==> src/rtl/tdm_sync_filter.sv <==
// Round-robin glitch filter: one compare/count datapath shared across N_CH synchronized inputs,
// with per-channel filtered levels, mismatch counters and one-cycle change strobes.
module tdm_sync_filter #(
  parameter  int N_CH          = 4,
  parameter  int FILTER_VISITS = 25,
  parameter  int CNT_W         = 8,
  localparam int SLOT_W        = $clog2(N_CH)
) (
  input  logic              clk_50mhz_in,
  input  logic              reset_in,
  input  logic              enable_in,
  input  logic [N_CH-1:0]   sig_in,
  output logic [N_CH-1:0]   sig_out,
  output logic [N_CH-1:0]   edge_out,
  output logic [SLOT_W-1:0] slot_out
);

  logic [N_CH-1:0]   r_sync1;
  logic [N_CH-1:0]   r_sync2;
  logic [SLOT_W-1:0] r_slot;
  logic [N_CH-1:0]   r_sig;
  logic [N_CH-1:0]   r_edge;
  logic [CNT_W-1:0]  r_cnt [N_CH];

  logic              w_s;
  logic              w_lvl;
  logic [CNT_W-1:0]  w_cnt;
  logic              w_term;
  logic [SLOT_W-1:0] w_slot_nxt;

  // Shared datapath: everything below looks only at the channel in the active slot.
  assign w_s        = r_sync2[r_slot];
  assign w_lvl      = r_sig[r_slot];
  assign w_cnt      = r_cnt[r_slot];
  assign w_term     = (w_cnt >= CNT_W'(FILTER_VISITS));
  assign w_slot_nxt = (r_slot == SLOT_W'(N_CH - 1)) ? '0 : r_slot + SLOT_W'(1);

  assign sig_out  = r_sig;
  assign edge_out = r_edge;
  assign slot_out = r_slot;

  // Synchronizers run every clock so enable_in never stalls input sampling.
  always_ff @(posedge clk_50mhz_in or posedge reset_in) begin
    if (reset_in) begin
      r_sync1 <= '0;
      r_sync2 <= '0;
    end else begin
      // NOTE: non-blocking here so r_sync2 takes the old r_sync1, giving two real flop stages.
      r_sync1 <= sig_in;
      r_sync2 <= r_sync1;
    end
  end

  always_ff @(posedge clk_50mhz_in or posedge reset_in) begin
    if (reset_in) begin
      r_slot <= '0;
      r_sig  <= '0;
      r_edge <= '0;
      // NOTE: the counter array is small and must restart from zero, so it is reset like any flop.
      for (int i = 0; i < N_CH; i++) begin
        r_cnt[i] <= '0;
      end
    end else begin
      r_edge <= '0;
      if (enable_in) begin
        r_slot <= w_slot_nxt;
        if (w_s == w_lvl) begin
          r_cnt[r_slot] <= '0;
        end else if (w_term) begin
          // Terminal visit clears the counter, so it can never wrap.
          r_sig[r_slot]  <= w_s;
          r_cnt[r_slot]  <= '0;
          r_edge[r_slot] <= 1'b1;
        end else begin
          r_cnt[r_slot] <= w_cnt + CNT_W'(1);
        end
      end
    end
  end

endmodule

==> config.mk <==
export PLATFORM = sky130hd
export DESIGN_NAME = tdm_sync_filter
export DESIGN_NICKNAME = d
export VERILOG_FILES = /design/src/rtl/tdm_sync_filter.sv
export SDC_FILE = /design/constraint.sdc
export NUM_CORES = 1
export LEC_CHECK = 0
export ABC_AREA = 0
export CAP_MARGIN = 20
export CORE_ASPECT_RATIO = 0.5
export CORE_UTILIZATION = 36
export DETAILED_ROUTE_END_ITERATION = 6
export PLACE_DENSITY = 0.65
export SYNTH_ARGS = -nofsm -noshare
export SYNTH_HDL_FRONTEND = slang
export SYNTH_SLANG_ARGS = --single-unit
==> constraint.sdc <==
create_clock -name clk_50mhz_in -period 3.39 [get_ports clk_50mhz_in]
set_clock_uncertainty 0.05 [all_clocks]
set_input_delay 0.5085 -clock clk_50mhz_in [delete_from_list [all_inputs] [get_ports clk_50mhz_in]]
set_output_delay 0.5085 -clock clk_50mhz_in [all_outputs]
set_load 0.005 [all_outputs]
Word level (Yosys, flattened, before mapping)
Index checks and enable logic that the tools add are counted.

Flip-flop bits (word level): 50. Input port bits: 7. Output and inout bits: 10. Word-level logic and storage cells: 44.

Add/sub/neg operators: 2. Magnitude comparators: 5. Equality and inequality tests: 2. Multiplexer cells: 19. Bitwise logic cells: 4. Reduce and logical (&&, ||, !) cells: 3.

Operators with widths (count): $mux 32 (2); $and 32x32->32 (1); $bwmux 32 (1); $not 32->32 (1); $mux 8 (3); $bmux 8 s2 (1); $demux 8 s2 (1); $mux 4 (3); $add 8x1->8 const B (1); $ge 8x5->1 const B (1); $bmux 1 s2 (2); $bwmux 4 (1); $ge 3x3->1 const B (1); $lt 2x3->1 const B (1); $lt 3x1->1 const B (1); $mux 1 (3); $not 2->3 (1); $reduce_and 3->1 (1); $add 2x1->2 const B (1); $demux 1 s2 (1); $eq 2x2->1 const B (1); $ge 2x1->1 const B (1); $logic_and 1x1->1 (2); $mux 2 (1); other kinds (2) (2).

Depth between registers and ports, before layout
Gate-level depths: netlist of the first run.

Word-level depth: 9. Gate-level depth with buffers: 9. Mapped depth without buffers: 8.

Worst setup path before layout of the first run
Ideal clock, no wire load.

Path kind: reg-to-reg. Start: register r_slot[0], in the netlist slot_out[0]. End: register r_sig[0], in the netlist sig_out[0]. Library setup time: 0.128 ns. Arrival time: 2.448 ns. Data required time: 3.212 ns. Setup slack: 0.764 ns. Stages on the path, launching flop included: 8. Period minus slack after synthesis: 2.626 ns. Cell sequence: dfrtp_1 buf_6 mux4_2 ha_1 o311ai_2 o21ai_1 nand4_1 mux2_1.

Longest elaborated chain between the ends: 6. Elaborated cells on any way between the ends: 18.

RTL lines: start, declared (RTL line 20) `logic [SLOT_W-1:0] r_slot;`; start signal, assigned (RTL line 66) `r_slot <= w_slot_nxt;`; $not 2->3 (implied by the code) (RTL line 34) `assign w_cnt = r_cnt[r_slot];`; $bmux 8 s2 (RTL line 34); $mux 8 (implied by the code) (2 in series) (RTL line 34); $ge 8x5->1 (RTL line 35) `assign w_term = (w_cnt >= CNT_W'(FILTER_VISITS));`; $reduce_and 3->1 (no source line); end signal, assigned by index (RTL line 71) `r_sig[r_slot] <= w_s;`; end, declared (RTL line 21) `logic [N_CH-1:0] r_sig;`.

Several ways; a longest one is shown, not always the timed one. The select of a mux whose other input is x is not followed. A chain may end at the register's enable or synchronous reset.

Worst setup path after layout of the first run
Start: register r_slot[0], in the netlist slot_out[0]. End: register r_cnt[12] (netlist bit).

Longest elaborated chain between the ends: 9. Elaborated cells on any way between the ends: 21.

RTL lines: parallel branches: the longest is 8 deep, another holds $add 8x1->8; $mux 32 * (RTL line 67) `if (w_s == w_lvl) begin`; end signal, assigned by index (RTL line 75) `r_cnt[r_slot] <= w_cnt + CNT_W'(1);`; end, declared (RTL line 23) `logic [CNT_W-1:0] r_cnt [N_CH];`.

Mark *: on every way between the ends. The select of a mux whose other input is x is not followed.

==> tab_implementation.tex, run 1 <==
\begin{tabular}{lr}
\hline
Metric & Value \\
\hline
\multicolumn{2}{l}{\textbf{Routing}} \\
\quad Via-per-instance ratio & 5.108 \\
\quad Number of optimization iterations in the first detailed-route pass & 4 \\
\quad Vias & 1328 \\
\quad Drc violations & 0 \\
\quad Iteration-0 DRC count of the detailed router & 100 \\
\quad Antenna viol nets, final & 0 \\
\quad Post-DR wirelength/cell & approximately 15 microns \\
\quad Final Routed Wirelength & 3.879 mm \\
\multicolumn{2}{l}{\textbf{Die}} \\
\quad Die extent in y & about 57 microns \\
\quad Die W & 111.3 microns \\
\quad Initial core utilization & 38.36\% \\
\quad Die footprint & 6310 sq um \\
\quad Core Rows & 19 \\
\quad Io pins & 17 \\
\quad Standard cell core area & 5610 sq um \\
\multicolumn{2}{l}{\textbf{Timing}} \\
\quad Tightest Pin Transition & 0.5967 ns \\
\quad RSZ-0062 raised after global routing & no \\
\quad Final worst-path cycle share & between 80 and 90\% \\
\quad Minimum period implied by the final worst setup slack & 2.722 ns \\
\quad Number of endpoints failing setup at the final stage & 0 \\
\quad Hold Violations, Final & 0 \\
\quad Maximum clock frequency & around 0.37 GHz \\
\quad Setup TNS & 0 ns \\
\quad Relative slew margins & 60.10\% \\
\quad Final worst setup slack & approximately 0.67 ns \\
\quad Max-slew violation count & 0 \\
\multicolumn{2}{l}{\textbf{GRT}} \\
\quad Via count of the first global-routing pass & $\sim$1400 \\
\quad Maximum number of pins on one net before global-route repair & a little over 50 \\
\quad Number of antenna violations at the first check in global routing & 0 \\
\quad Global Route Usage Sum & $\sim$14\% \\
\quad Met3 layer usage reported by global route & under 10\% \\
\quad Global routing usage on met2 & 21.07\% \\
\quad Wire length of the first global-routing pass & 6.782 mm \\
\quad Most utilized layer in the global route result & met2 \\
\quad Met1 track utilization from global routing & 18.96\% \\
\quad Overflow left after global routing & 0 \\
\multicolumn{2}{l}{\textbf{CTS}} \\
\quad Hold buffer count at cts & 0 \\
\quad Worst-Skew Late Latency & a little under 0.3 ns \\
\quad Clock transition at the register clock pins on the worst setup and hold paths after CTS & about 0.07 ns \\
\quad Post-cts repair resize count & 0 \\
\quad Post-CTS setup buffer count & 0 \\
\quad Number of sinks on the clock net & 50 \\
\quad Number of buffers on the longest clock path & 2 \\
\quad TritonCTS clock tree & built \\
\quad Number of buffers added by the clock tree synthesis step & 5 \\
\quad Master cell of the clock root buffer & sky130\_fd\_sc\_hd\_\_clkbuf\_16 \\
\quad H-tree depth & 2 \\
\multicolumn{2}{l}{\textbf{Synth}} \\
\quad Unique masters post-synth & 30 \\
\quad Synthesized net count & 183 \\
\quad Post-synth top cells & sky130\_fd\_sc\_hd\_\_dfrtp\_1, sky130\_fd\_sc\_hd\_\_nand2\_1, sky130\_fd\_sc\_hd\_\_and2\_1, sky130\_fd\_sc\_hd\_\_o21ai\_1 \\
\quad Share of Yosys cell area claimed by the top area cell type & between 50 and 60\% \\
\quad Mapped Cells & 169 \\
\quad Dominant register cell in the synthesized netlist & sky130\_fd\_sc\_hd\_\_dfrtp\_1 \\
\quad Number of register bits inferred by synthesis & 50 \\
\quad Number of enable-type register cells in the synthesized netlist & 0 \\
\quad Post-synthesis cell type with the largest combined area & sky130\_fd\_sc\_hd\_\_dfrtp\_1 \\
\quad Netlist area before placement & 2152 sq um \\
\quad Most frequent cell after synthesis & sky130\_fd\_sc\_hd\_\_dfrtp\_1 \\
\quad Sequential fraction of the synthesis area & 58.14\% \\
\quad Syn Area/Cell & 12.73 sq um \\
\quad Dominant cells by area after synthesis & sky130\_fd\_sc\_hd\_\_dfrtp\_1, sky130\_fd\_sc\_hd\_\_mux4\_2, sky130\_fd\_sc\_hd\_\_nand2\_1, sky130\_fd\_sc\_hd\_\_ha\_1, sky130\_fd\_sc\_hd\_\_and2\_1 \\
\quad Yosys warning count & 0 \\
\quad Synth async-reset ratio & 100.0\% \\
\multicolumn{2}{l}{\textbf{Final layout}} \\
\quad Diode insertion count for antenna repair & 0 \\
\quad Fillers & 504 \\
\quad Fraction of final layout cells sized beyond drive strength 1 & 14.44\% \\
\quad Multi-input gate area in the final layout & around 800 sq um \\
\quad Layout area overhead & 18.78\% \\
\quad Final-stage net count & 201 \\
\quad Flip-flop and latch area & 1251 sq um \\
\multicolumn{2}{l}{\textbf{Hold path}} \\
\quad Worst Hold Depth & 0 \\
\quad Min-delay worst type & reg2reg \\
\multicolumn{2}{l}{\textbf{Flow run}} \\
\quad Max-capacitance violation count & 0 \\
\multicolumn{2}{l}{\textbf{Setup path}} \\
\quad Startpoint class of the critical path & flip-flop \\
\quad Maximum fanout count along the critical path & 12 \\
\quad Critical path class & reg2reg \\
\quad Register-to-register path setup slack & 0.67 ns \\
\quad Required time of the critical path & 3.51 ns \\
\quad Number of cells on the worst reg-to-reg path & 5 \\
\quad Data arrival time of the critical path & 2.85 ns \\
\quad Critical path endpoint category & flip-flop \\
\multicolumn{2}{l}{\textbf{Pwr}} \\
\quad Combinational group share of total power & 34.1\% \\
\quad PnR Total Power & 1.959 mW \\
\quad Internal Power & 1.296 mW \\
\quad Switching power total & 0.6623 mW \\
\quad Share of total power in sequential cells & 37.6\% \\
\quad Switching share of power & 33.82\% \\
\quad Pwr per Cell Area & 766.2 nW/um\^{}2 \\
\quad Total leakage power & between 1 and 1.5 nW \\
\quad Clock power share & 28.3\% \\
\quad IR Drop Worst-Case VDD & between 0.2 and 0.3 mV \\
\multicolumn{2}{l}{\textbf{Place}} \\
\quad \# port buffers & 16 \\
\quad Post-detailed-placement half-perimeter wirelength & 2.581 mm \\
\quad Final weighted congestion in routability-driven placement & a little under 0.8 \\
\quad Post-Place Setup Slack & 0.6885 ns \\
\multicolumn{2}{l}{\textbf{Outcome}} \\
\quad Outcome & complete, no violations \\
\hline
\end{tabular}
-- worst paths after layout --
kind / end / start
min: r_sync2[1]$_DFF_PP0_ / r_sync1[1]$_DFF_PP0_
min reg2reg: r_sync2[1]$_DFF_PP0_ / r_sync1[1]$_DFF_PP0_
min in group asynchronous: r_cnt[23]$_DFFE_PP0P_ / reset_in
max in group asynchronous: r_cnt[10]$_DFFE_PP0P_ / reset_in
max reg2reg: r_cnt[12]$_DFFE_PP0P_ / slot_out[0]$_DFFE_PP0P_
max: r_cnt[12]$_DFFE_PP0P_ / slot_out[0]$_DFFE_PP0P_
-- area by class of cell --
| cell class | count | area share [%] |
|---|---|---|
| flip-flops and latches | 50 | 48.95 |
| multi-input cells | 101 | 31.96 |
| repair buffers | 19 | 7.636 |
| clock buffers | 5 | 4.895 |
| well taps | 73 | 3.573 |
| clock inverters | 2 | 1.517 |
| inverters | 10 | 1.468 |
-- critical path: stages, from the launching register on --
cell and delay [ns]:
sky130_fd_sc_hd__dfrtp_1 0.52, sky130_fd_sc_hd__buf_4 0.28, sky130_fd_sc_hd__mux4_1 0.70, sky130_fd_sc_hd__xor2_2 0.35
sky130_fd_sc_hd__o211ai_2 0.33, sky130_fd_sc_hd__o31ai_1 0.37
-- power groups by stage --
stage / registers [mW] / logic (mW) / clock network, mW
2_1_floorplan: 0.730 / 0.503 / 0
3_3_place_gp: 0.745 / 0.659 / 0
3_5_place_dp: 0.747 / 0.669 / 0
4_1_cts: 0.738 / 0.670 / 0.566
5_1_grt: 0.750 / 0.740 / 0.590
6_report: 0.737 / 0.667 / 0.554
-- registers in the layout, indices dropped and copies added (netlist names) --
| name | count |
|---|---|
| edge_out | 4 |
| r_cnt | 32 |
| r_sync1 | 4 |
| r_sync2 | 4 |
| sig_out | 4 |
| slot_out | 2 |
-- metal layers --
metal | wire (microns) | vias to the layer above
met3 | 166 | 6
met1 | 1874 | 670
met2 | 1798 | 28
met5 | 0 | -
met4 | 40 | 0
li1 | - | 624
-- layout by cell type, fill, tap and decap left out, types with 4 or more instances in the layout --
| cell | instances |
|---|---|
| sky130_fd_sc_hd__dfrtp_1 | 50 |
| sky130_fd_sc_hd__nand2_1 | 28 |
| sky130_fd_sc_hd__clkdlybuf4s50_1 | 16 |
| sky130_fd_sc_hd__and2_1 | 12 |
| sky130_fd_sc_hd__o21ai_1 | 10 |
| sky130_fd_sc_hd__o31ai_1 | 8 |
| sky130_fd_sc_hd__inv_1 | 7 |
| sky130_fd_sc_hd__ha_1 | 7 |
| sky130_fd_sc_hd__mux4_2 | 5 |
| sky130_fd_sc_hd__clkbuf_16 | 5 |
| sky130_fd_sc_hd__o31ai_2 | 4 |
| sky130_fd_sc_hd__nand4_1 | 4 |
| sky130_fd_sc_hd__mux2_1 | 4 |
-- stage by stage --
stage / cell area, sq um / hold WS, ns / util, % / std cells
3_5_place_dp: 2372 / 0.2847 / 42.28 / 252
3_3_place_gp: 2372 / 0.2845 / 42.28 / 252
4_1_cts: 2536 / 0.3003 / 45.21 / 259
5_1_grt: 2556 / 0.3161 / 45.56 / 260
6_report: 2556 / 0.2983 / 45.56 / 260
2_1_floorplan: 2152 / 0.2812 / - / 169
-- cells by family (layout without fill, tap and decap cells) --
family                     Yosys count  after routing  share of synthesized area (%)
AOI/OAI and AO/OA                   28             28                          10.17
xor gates and xnor gates             4              4                          1.977
adders and majority gates            7              7                          4.070
buffers and inverters               18             36                          3.895
DFF                                 50             50                          58.14
muxes                               11             11                          9.767
and+or+nand+nor                     51             51                          11.98
No activity file was read; power rests on OpenSTA's default activity.
==> run 2, diff against run 1 <==
--- a/config.mk
+++ b/config.mk
@@ -10,7 +10,7 @@
 export CORE_ASPECT_RATIO = 0.5
 export CORE_UTILIZATION = 36
 export DETAILED_ROUTE_END_ITERATION = 6
-export PLACE_DENSITY = 0.65
+export PLACE_DENSITY = 0.67
 export SYNTH_ARGS = -nofsm -noshare
 export SYNTH_HDL_FRONTEND = slang
 export SYNTH_SLANG_ARGS = --single-unit
==> constraint.sdc (replaced) <==
create_clock -name clk_50mhz_in -period 2.3 [get_ports clk_50mhz_in]
set_clock_uncertainty 0.05 [all_clocks]
set_input_delay 0.345 -clock clk_50mhz_in [delete_from_list [all_inputs] [get_ports clk_50mhz_in]]
set_output_delay 0.345 -clock clk_50mhz_in [all_outputs]
set_load 0.005 [all_outputs]
==> tab_implementation.tex, run 2 (synthesis gave the netlist of run 1 again) <==
\begin{tabular}{lr}
\hline
Metric & Value \\
\hline
\multicolumn{2}{l}{\textbf{Outcome}} \\
\quad Outcome & complete, no violations (unchanged) \\
\multicolumn{2}{l}{\textbf{GRT}} \\
\quad Number of antenna violations at the first check in global routing & 0 (unchanged) \\
\quad Maximum number of pins on one net before global-route repair & 27 (was 51) \\
\quad Via count of the first global-routing pass & 1325 (was 1377) \\
\quad Wire length of the first global-routing pass & 6.706 mm (was 6.782 mm) \\
\quad Overflow left after global routing & 0 (unchanged) \\
\quad Global Route Usage Sum & 14.14\% (was 14.23\%) \\
\multicolumn{2}{l}{\textbf{Routing}} \\
\quad Antenna viol nets, final & 0 (unchanged) \\
\quad Iteration-0 DRC count of the detailed router & 63 (was 100) \\
\quad Post-DR wirelength/cell & 14.70 microns (was 14.92 microns) \\
\quad Via-per-instance ratio & 4.931 (was 5.108) \\
\quad Vias & 1361 (was 1328) \\
\quad Number of optimization iterations in the first detailed-route pass & 4 (unchanged) \\
\quad Drc violations & 0 (unchanged) \\
\quad Final Routed Wirelength & 4.058 mm (was 3.879 mm) \\
\multicolumn{2}{l}{\textbf{Die}} \\
\quad Die W & 111.3 microns (unchanged) \\
\quad Io pins & 17 (unchanged) \\
\quad Die footprint & 6310 sq um (unchanged) \\
\quad Core Rows & 19 (unchanged) \\
\quad Initial core utilization & 38.36\% (unchanged) \\
\quad Standard cell core area & 5610 sq um (unchanged) \\
\quad Die extent in y & 56.67 microns (unchanged) \\
\multicolumn{2}{l}{\textbf{CTS}} \\
\quad Number of buffers on the longest clock path & 2 (unchanged) \\
\quad Hold buffer count at cts & 0 (unchanged) \\
\quad Number of buffers added by the clock tree synthesis step & 5 (unchanged) \\
\quad H-tree depth & 2 (unchanged) \\
\quad Number of sinks on the clock net & 50 (unchanged) \\
\quad TritonCTS clock tree & built (unchanged) \\
\quad Clock transition at the register clock pins on the worst setup and hold paths after CTS & 0.06 ns (was 0.07 ns) \\
\quad Master cell of the clock root buffer & sky130\_fd\_sc\_hd\_\_clkbuf\_16 (unchanged) \\
\quad Worst-Skew Late Latency & 0.28 ns (was 0.29 ns) \\
\multicolumn{2}{l}{\textbf{Setup path}} \\
\quad Capturing element of the worst setup path & sig\_out[3]\$\_DFFE\_PP0P\_ (was r\_cnt[12]\$\_DFFE\_PP0P\_) \\
\quad Maximum fanout count along the critical path & 5 (was 12) \\
\quad Register-to-register path setup slack & 0.01 ns (was 0.67 ns) \\
\quad Endpoint of the most critical register-to-register path & sig\_out[3]\$\_DFFE\_PP0P\_ (was r\_cnt[12]\$\_DFFE\_PP0P\_) \\
\quad Startpoint class of the critical path & flip-flop (unchanged) \\
\quad Reg-to-reg startpoint & slot\_out[0]\$\_DFFE\_PP0P\_ (unchanged) \\
\quad Required time of the critical path & 2.41 ns (was 3.51 ns) \\
\quad Crit. Startpoint & slot\_out[0]\$\_DFFE\_PP0P\_ (unchanged) \\
\quad Number of cells on the worst reg-to-reg path & 6 (was 5) \\
\quad Critical path endpoint category & flip-flop (unchanged) \\
\quad Data arrival time of the critical path & 2.40 ns (was 2.85 ns) \\
\quad Critical path class & reg2reg (unchanged) \\
\multicolumn{2}{l}{\textbf{Pwr}} \\
\quad IR Drop Worst-Case VDD & 0.5455 mV (was 0.2929 mV) \\
\quad PnR Total Power & 3.104 mW (was 1.959 mW) \\
\quad Total leakage power & 1.236 nW (was 1.165 nW) \\
\quad Pwr per Cell Area & 1147 nW/um\^{}2 (was 766.2 nW/um\^{}2) \\
\multicolumn{2}{l}{\textbf{Place}} \\
\quad Post-detailed-placement half-perimeter wirelength & 2.936 mm (was 2.581 mm) \\
\quad \# port buffers & 16 (unchanged) \\
\quad Post-Place Setup Slack & -0.08484 ns (was 0.6885 ns) \\
\quad Final weighted congestion in routability-driven placement & 0.8218 (was 0.7701) \\
\multicolumn{2}{l}{\textbf{Hold path}} \\
\quad Min-delay worst type & reg2reg (unchanged) \\
\multicolumn{2}{l}{\textbf{Timing}} \\
\quad Maximum clock frequency & 0.4375 GHz (was 0.3674 GHz) \\
\quad Tightest Pin Transition & 0.5349 ns (was 0.5967 ns) \\
\quad RSZ-0062 raised after global routing & yes (was no) \\
\quad Max-slew violation count & 0 (unchanged) \\
\quad Minimum period implied by the final worst setup slack & 2.286 ns (was 2.722 ns) \\
\quad Relative slew margins & 64.29\% (was 60.10\%) \\
\quad Hold Violations, Final & 0 (unchanged) \\
\quad Setup TNS & 0 ns (unchanged) \\
\quad Number of endpoints failing setup at the final stage & 0 (unchanged) \\
\quad Final worst setup slack & 0.01440 ns (was 0.6679 ns) \\
\quad Final worst-path cycle share & 99.37\% (was 80.30\%) \\
\multicolumn{2}{l}{\textbf{Final layout}} \\
\quad Most frequent standard cell in the layout excluding fill and tap cells & sky130\_fd\_sc\_hd\_\_dfrtp\_1 (unchanged) \\
\quad Final-stage net count & 216 (was 201) \\
\quad Fraction of final layout cells sized beyond drive strength 1 & 26.60\% (was 14.44\%) \\
\quad Register with the highest flop count & r\_cnt (unchanged) \\
\quad Largest register FFs & 32 (unchanged) \\
\quad Post-route core utilization & 48.26\% (was 45.56\%) \\
\quad Layout area overhead & 25.81\% (was 18.78\%) \\
\quad Most used cells in the layout excluding fill and tap cells & sky130\_fd\_sc\_hd\_\_dfrtp\_1, sky130\_fd\_sc\_hd\_\_nand2\_1, sky130\_fd\_sc\_hd\_\_buf\_4 (was sky130\_fd\_sc\_hd\_\_dfrtp\_1, sky130\_fd\_sc\_hd\_\_nand2\_1, sky130\_fd\_sc\_hd\_\_clkdlybuf4s50\_1) \\
\quad Diode insertion count for antenna repair & 0 (unchanged) \\
\multicolumn{2}{l}{\textbf{Flow run}} \\
\quad Max-capacitance violation count & 0 (unchanged) \\
\hline
\end{tabular}
## run 2: layout make-up
type / instances / area (sq um)
timing repair buffer: 34 / 307.8
multi-input combinational: 101 / 870.8
tap: 73 / 91.34
clock inverter: 1 / 5.005
sequential: 50 / 1252
fill: 487 / 2903
inverter: 10 / 37.54
clock buffer: 7 / 142.6
## run 2: worst min-delay path by stage
stage,startpoint,to,slack (ns),cells past startpoint
3_5_place_dp,r_sync1[3]$_DFF_PP0_,r_sync2[3]$_DFF_PP0_,0.29,0
5_1_grt,r_sync1[3]$_DFF_PP0_,r_sync2[3]$_DFF_PP0_,0.31,0
4_1_cts,r_sync1[1]$_DFF_PP0_,r_sync2[1]$_DFF_PP0_,0.30,0
3_3_place_gp,r_sync1[0]$_DFF_PP0_,r_sync2[0]$_DFF_PP0_,0.28,0
6_report,r_sync1[1]$_DFF_PP0_,r_sync2[1]$_DFF_PP0_,0.30,0
2_1_floorplan,r_sync1[0]$_DFF_PP0_,r_sync2[0]$_DFF_PP0_,0.28,0
## run 2: per-stage QoR
stage,instances,hold slack [ns],instance area (sq um)
floorplan,169,0.2812,2180
global placement,264,0.2839,2502
detailed placement,264,0.2864,2502
CTS,274,0.3020,2678
global route,276,0.3137,2708
finish,276,0.2979,2708
## run 2: critical path, cell delays in order (launching register included)
cell	delay [ns]
sky130_fd_sc_hd__dfrtp_2	0.41
sky130_fd_sc_hd__buf_4	0.17
sky130_fd_sc_hd__mux4_2	0.56
sky130_fd_sc_hd__o311ai_4	0.36
sky130_fd_sc_hd__o21ai_2	0.13
sky130_fd_sc_hd__nand4_1	0.12
sky130_fd_sc_hd__mux2_2	0.36
## run 2: power by group
part / switching [mW] / internal [mW] / leakage (nW) / total [mW]
sequential: 0.0811 / 0.995 / 0.665 / 1.08
clock: 0.290 / 0.431 / 0.0739 / 0.721
combinational: 0.689 / 0.619 / 0.498 / 1.31
## run 2: timing repair
action / CTS / global route
resized for setup: 6 / 3
pin swaps: 1 / 1
endpoints found under the hold margin: 0 / 0
endpoints found under the setup margin: 9 / 8
setup buffers: 2 / 2
## run 2: per-layer routing
layer	wire [microns]	GRT usage, %
met2	1873	22.32
met1	2004	19.24
met4	69	6.178
met3	111	2.700
met5	0	0
